<file path="config.mk">
export PLATFORM = sky130hd
export DESIGN_NAME = rr_mux_stream
export DESIGN_NICKNAME = d
export VERILOG_FILES = /design/src/rtl/mux_pkg.sv /design/src/rtl/rr_picker.sv /design/src/rtl/rr_mux_stream.sv
export SDC_FILE = /design/constraint.sdc
export NUM_CORES = 1
export LEC_CHECK = 0
export BUFFER_PORTS_ARGS = -buffer_cell sky130_fd_sc_hd__buf_4
export CAP_MARGIN = 0
export CELL_PAD_IN_SITES_DETAIL_PLACEMENT = 0
export CELL_PAD_IN_SITES_GLOBAL_PLACEMENT = 1
export CORE_MARGIN = 4
export CORE_UTILIZATION = 27
export CTS_CLUSTER_SIZE = 14
export DETAILED_ROUTE_END_ITERATION = 8
export GPL_ROUTABILITY_DRIVEN = 1
export GPL_TIMING_DRIVEN = 0
export PLACE_DENSITY_LB_ADDON = 0.3
export RECOVER_POWER = 100
export SLEW_MARGIN = 20
export SYNTH_ARGS = -nofsm -noshare
export SYNTH_HDL_FRONTEND = slang
export SYNTH_HIERARCHICAL = 1
export SYNTH_SLANG_ARGS = --single-unit
</file>
<file path="constraint.sdc">
create_clock -name clk -period 1.75 [get_ports clk]
set_input_delay 0.2625 -clock clk [delete_from_list [all_inputs] [get_ports clk]]
set_output_delay 0.2625 -clock clk [all_outputs]
set_load 0.1 [all_outputs]
</file>
<file path="src/rtl/mux_pkg.sv">
// Shared arbitration types and sizing helpers for the stream mux family.
package mux_pkg;

  typedef enum logic {
    ARB_RR,
    ARB_FIXED
  } arb_mode_t;

  // Channel-index width. It is never zero, so a single-channel build still
  // has a 1-bit select.
  function automatic int clog2_min1(input int n);
    return (n > 1) ? $clog2(n) : 1;
  endfunction

endpackage

</file>
<file path="src/rtl/rr_picker.sv">
// Combinational arbiter. It returns a one-hot grant, the winning index and an
// any-request flag. In round-robin mode the scan starts at ptr.
module rr_picker
  import mux_pkg::*;
#(
  parameter int        N     = 4,
  parameter arb_mode_t MODE  = ARB_RR,
  parameter int        SEL_W = clog2_min1(N)
) (
  input  logic [N-1:0]     req,
  input  logic [SEL_W-1:0] ptr,
  output logic [N-1:0]     grant,
  output logic [SEL_W-1:0] grant_idx,
  output logic             any
);

  logic [2*N-1:0] dbl;
  logic [N-1:0]   rot;
  int unsigned    shift;
  int unsigned    sum;

  // The request vector is doubled and shifted down by the start index.
  // Bit 0 of rot is then the first position to scan. The position of the
  // lowest set bit in rot is added back to the start index, modulo N.
  always_comb begin
    dbl       = {req, req};
    shift     = (MODE == ARB_RR) ? int'(ptr) : 0;
    rot       = N'(dbl >> shift);
    any       = 1'b0;
    sum       = 0;
    grant_idx = '0;
    for (int unsigned j = 0; j < int'(N); j++) begin
      if (!any && rot[j]) begin
        any = 1'b1;
        sum = j + shift;
        if (sum >= int'(N)) sum = sum - int'(N);
        grant_idx = SEL_W'(sum);
      end
    end
  end

  // Build the one-hot grant from the winning index.
  always_comb begin
    grant = '0;
    for (int unsigned i = 0; i < int'(N); i++) begin
      grant[i] = any && (grant_idx == SEL_W'(i));
    end
  end

endmodule

</file>
<file path="src/rtl/rr_mux_stream.sv">
// N-to-1 valid/ready stream mux with arbitration and a registered output
// stage. Each output word is tagged with the index of its source channel.
module rr_mux_stream
  import mux_pkg::*;
#(
  parameter int        N     = 4,
  parameter int        W     = 32,
  parameter arb_mode_t MODE  = ARB_RR,
  parameter int        SEL_W = clog2_min1(N)
) (
  input  logic             clk,
  input  logic             rst,
  input  logic [N-1:0]     in_valid,
  output logic [N-1:0]     in_ready,
  input  logic [N*W-1:0]   in_data,
  output logic             out_valid,
  input  logic             out_ready,
  output logic [W-1:0]     out_data,
  output logic [SEL_W-1:0] out_sel
);

  logic [SEL_W-1:0] ptr;
  logic [N-1:0]     grant;
  logic [SEL_W-1:0] grant_idx;
  logic             any;
  logic             load;
  logic [W-1:0]     win_data;

  rr_picker #(
    .N    (N),
    .MODE (MODE),
    .SEL_W(SEL_W)
  ) u_picker (
    .req      (in_valid),
    .ptr      (ptr),
    .grant    (grant),
    .grant_idx(grant_idx),
    .any      (any)
  );

  // The output register can accept a word when it is empty or draining.
  always_comb begin
    load     = !out_valid || out_ready;
    in_ready = (rst && load) ? grant : '0;
  end

  // Select the data of the granted channel with an AND-OR mux.
  always_comb begin
    win_data = '0;
    for (int unsigned i = 0; i < int'(N); i++) begin
      if (grant[i]) win_data = in_data[i*W +: W];
    end
  end

  // Output register and round-robin pointer.
  // The pointer moves only when a grant is made.
  always_ff @(posedge clk or negedge rst) begin
    if (!rst) begin
      out_valid <= 1'b0;
      out_data  <= '0;
      out_sel   <= '0;
      ptr       <= '0;
    end else if (load) begin
      if (any) begin
        out_valid <= 1'b1;
        out_data  <= win_data;
        out_sel   <= grant_idx;
        if (MODE == ARB_RR) begin
          ptr <= (grant_idx == SEL_W'(N - 1)) ? '0 : grant_idx + 1'b1;
        end
      end else begin
        out_valid <= 1'b0;
      end
    end
  end

endmodule

</file>
==> results.cfg <==
[logic_synthesis]
syn_nets = 480
synth_enable_flop_cells = 0
synth_top_flop_cell = dfrtp_1
synth_common_cells = 69 x a21oi_1, 37 x dfrtp_1, 35 x inv_1, 33 x nand2_1
syn-cell-area_um2 = 2910
ys_ff_latch = 37
ys_async_sr_fraction = 1.00
synth_area_leaders = dfrtp_1 32%, a21oi_1 12%, a221o_1 11%
synth-seq-area-share = 0.319
cell_with_the_most_instances_after_synthesis = a21oi_1
synth.largest_area_cell = dfrtp_1
avg_inst_size_synth_um2 = 8.45
syn-instance-count = 344
share_of_yosys_cell_area_claimed_by_the_top_area_cell_type = 0.319
yosys_warnings = 6
yosysUniqueCellTypes = 29

[critical_path]
cp_slowest_stage_delay_ns = 0.41
start_kind = flip-flop
worst-endpoint-required_ns = 1.49
ordered_cell_list_for_the_critical_path = buf_6 > and2b_2 > o21bai_1 > a21boi_1 > buf_4 > clkbuf_16 > and3_4 > buf_12
critPathMaxFanout = 6
path_class = flip-flop to primary output
worstPathArrival_ns = 1.91
worst_path_max_delay_cell = dfrtp_1
timing.critical_path.to_type = primary output

[final_layout]
antenna_cells_inserted = 0
instances_no_fill = 684
layout_cells_sized_above_1 = 0.500
final_design_area_no_fill_um2 = 4870
final_net_count = 683
finish.utilization = 0.468
synthToLayoutAreaGrowth_pct = 67.6
layout.filler_cells = 1075

[pwr]
p_sw_mw = 4.51
switching_share = 0.565
power.static_leakage_nw = 2.25
clock_power_share = 0.080
sequential_fraction_of_design_power = 0.173
p_int_mw = 3.47
combinationalPowerShare = 0.747
max-vdd-ir-drop_mv = 0.851
power-per-cell-area_nw_per_um2 = 1640

[cts]
maximum_buffer_depth_of_the_clock_tree = 2
clock_sink_count = 37
cts_made_buffers = 5
clk_transition_reported_paths_ns = 0.08
cts-htree-levels = 2
cts_tree = done
ctsRootBufferMaster = clkbuf_8
worst_skew_pair.late_latency_ns = 0.29

[outcome]
failed_checks = setup timing
run_status = finished, violations left

[die]
core_um2 = 10400
chipHeight_um = 112
floorplan.initialDensity = 0.279
design.die.area_um2 = 12500
fp-row-count = 37
top_level_ports = 174
fp.dieW_um = 112

[detailed_routing]
vias = 3413
drt_pre_antenna_iters = 4
route.antenna.remaining_nets = 0
vias_per_cell = 4.99
detail_route.wirelength_um = 12100
drt_first_iter_violations = 124
detail_route.wl_per_cell_um = 17.7
post-route-drc-count = 0

[sta]
rsz0062_at_grt = yes
finalSetupViolCount = 38
layout_worst_path_cycle_share = 1.24
tightestPinTransition_ns = 0.761
final.min_clock_period_ns = 2.17
slew_headroom = 0.493
final-hold-violation-count = 0
timing_max_transition_violations_final = 0
fmax_mhz = 461
finClkSkew_ns = 0.00852
finalSetupTns_ns = -11.29
final_critical_path_setup_slack_ns = -0.418

[global_routing]
antenna_found_initial = 0
groute.usage.overall = 0.185
grt_util_met2 = 0.328
grt_pass1_vias = 3595
groute.layer.met1.usage = 0.234
maximum_number_of_pins_on_one_net_before_global_route_repair = 42
grt_first_pass_wirelength_um = 18900
globalRouteOverflowTotal = 0
met3_usage = 0.0408
gr-max-usage-layer = met2

[placement]
detailedPlace.worstSlack_ns = -0.374
place_area_um2 = 4410
io_buffer_count = 170
post-dp-hpwl_um = 8630
routabilityCongestion = 0.788
placed_cells_incl_taps = 650

[flow_run]
cap_violations = 0

[worst_hold_path]
hold_crit_class = input port to flip-flop
-- routing by layer --
layer,share of wire,vias to the layer above
li1,-,1668
met1,0.44,1631
met2,0.50,109
met3,0.057,5
met4,0.0067,0
met5,0,-
-- what timing repair did --
| item | in CTS | in global routing |
|---|---|---|
| resized for setup | 47 | 16 |
| endpoints found under the setup margin | 38 | 38 |
| endpoints found under the hold margin | 37 | 11 |
| buffers inserted | 17 | 6 |
| pin swaps | 13 | 7 |
| gates cloned | 1 | 1 |
-- registers in the layout (all words and copies together), names as in the netlist --
name	flops
ptr	2
out_sel	2
out_valid	1
out_data	32
-- layout by cell type, fill, tap and decap left out, drive strengths merged, types with 6 or more instances in the layout --
| cell | instances |
|---|---|
| inv | 35 |
| a221o | 32 |
| nand3b | 32 |
| clkbuf | 60 |
| dfrtp | 37 |
| nand2 | 33 |
| a21oi | 69 |
| nor2 | 6 |
| buf | 183 |
| a31oi | 32 |
-- cell families (layout without fill, tap and decap cells) --
group,Yosys count,count (layout),share of synthesized area
simple gates,81,81,0.155
mux,5,5,0.0189
compound gates,144,144,0.372
buf+inv,76,280,0.131
fa+ha+maj,1,1,0.00431
flops,37,37,0.319
-- path summary, 6_finish.rpt --
path	start	to	slack, ns	depth (start not counted)
worst max register to register	ptr[1]	out_data[24]	-0.37	10
max in group asynchronous	rst	out_valid	0.21	3
min in group asynchronous	rst	out_data[25]	0.75	3
worst max-delay path	ptr[1]	in_ready[2]	-0.42	8
worst min-delay path	in_data[113]	out_data[17]	0.24	3
worst min register to register	out_sel[1]	out_sel[1]	0.50	1
-- power groups by stage --
stage / Clock, mW / Sequential, mW / Combinational, mW
detailed placement: 0 / 1.41 / 5.45
global placement: 0 / 1.40 / 5.41
floorplan: 0 / 3.64 / 1.88
CTS: 0.655 / 1.39 / 5.97
finish: 0.636 / 1.38 / 5.97
global route: 0.691 / 1.43 / 6.29
-- metrics by stage --
stage / hold slack (ns) / power, mW
2_1_floorplan: -0.0331 / 5.52
3_3_place_gp: 0.287 / 6.81
3_5_place_dp: 0.292 / 6.86
4_1_cts: -0.0290 / 8.01
5_1_grt: 0.239 / 8.41
6_report: 0.240 / 7.98
-- layout make-up --
type | count | area [um^2] | area share
Sequential cell | 37 | 931 | 0.191
Buffer | 40 | 353 | 0.0725
Tap cell | 136 | 170 | 0.0349
Timing Repair Buffer | 197 | 1500 | 0.307
Multi-Input combinational cell | 231 | 1700 | 0.349
Clock buffer | 8 | 90.1 | 0.0185
Inverter | 35 | 131 | 0.0270
-- critical path: cells and delay by family, from the launching register on --
| family | cells | cell delay, ns |
|---|---|---|
| buffers and inverters | 4 | 0.61 |
| AND/OR/NAND/NOR | 2 | 0.38 |
| AO/OA/AOI/OAI | 2 | 0.22 |
| flip-flops | 1 | 0.41 |
No activity file was read; power rests on OpenSTA's default activity.
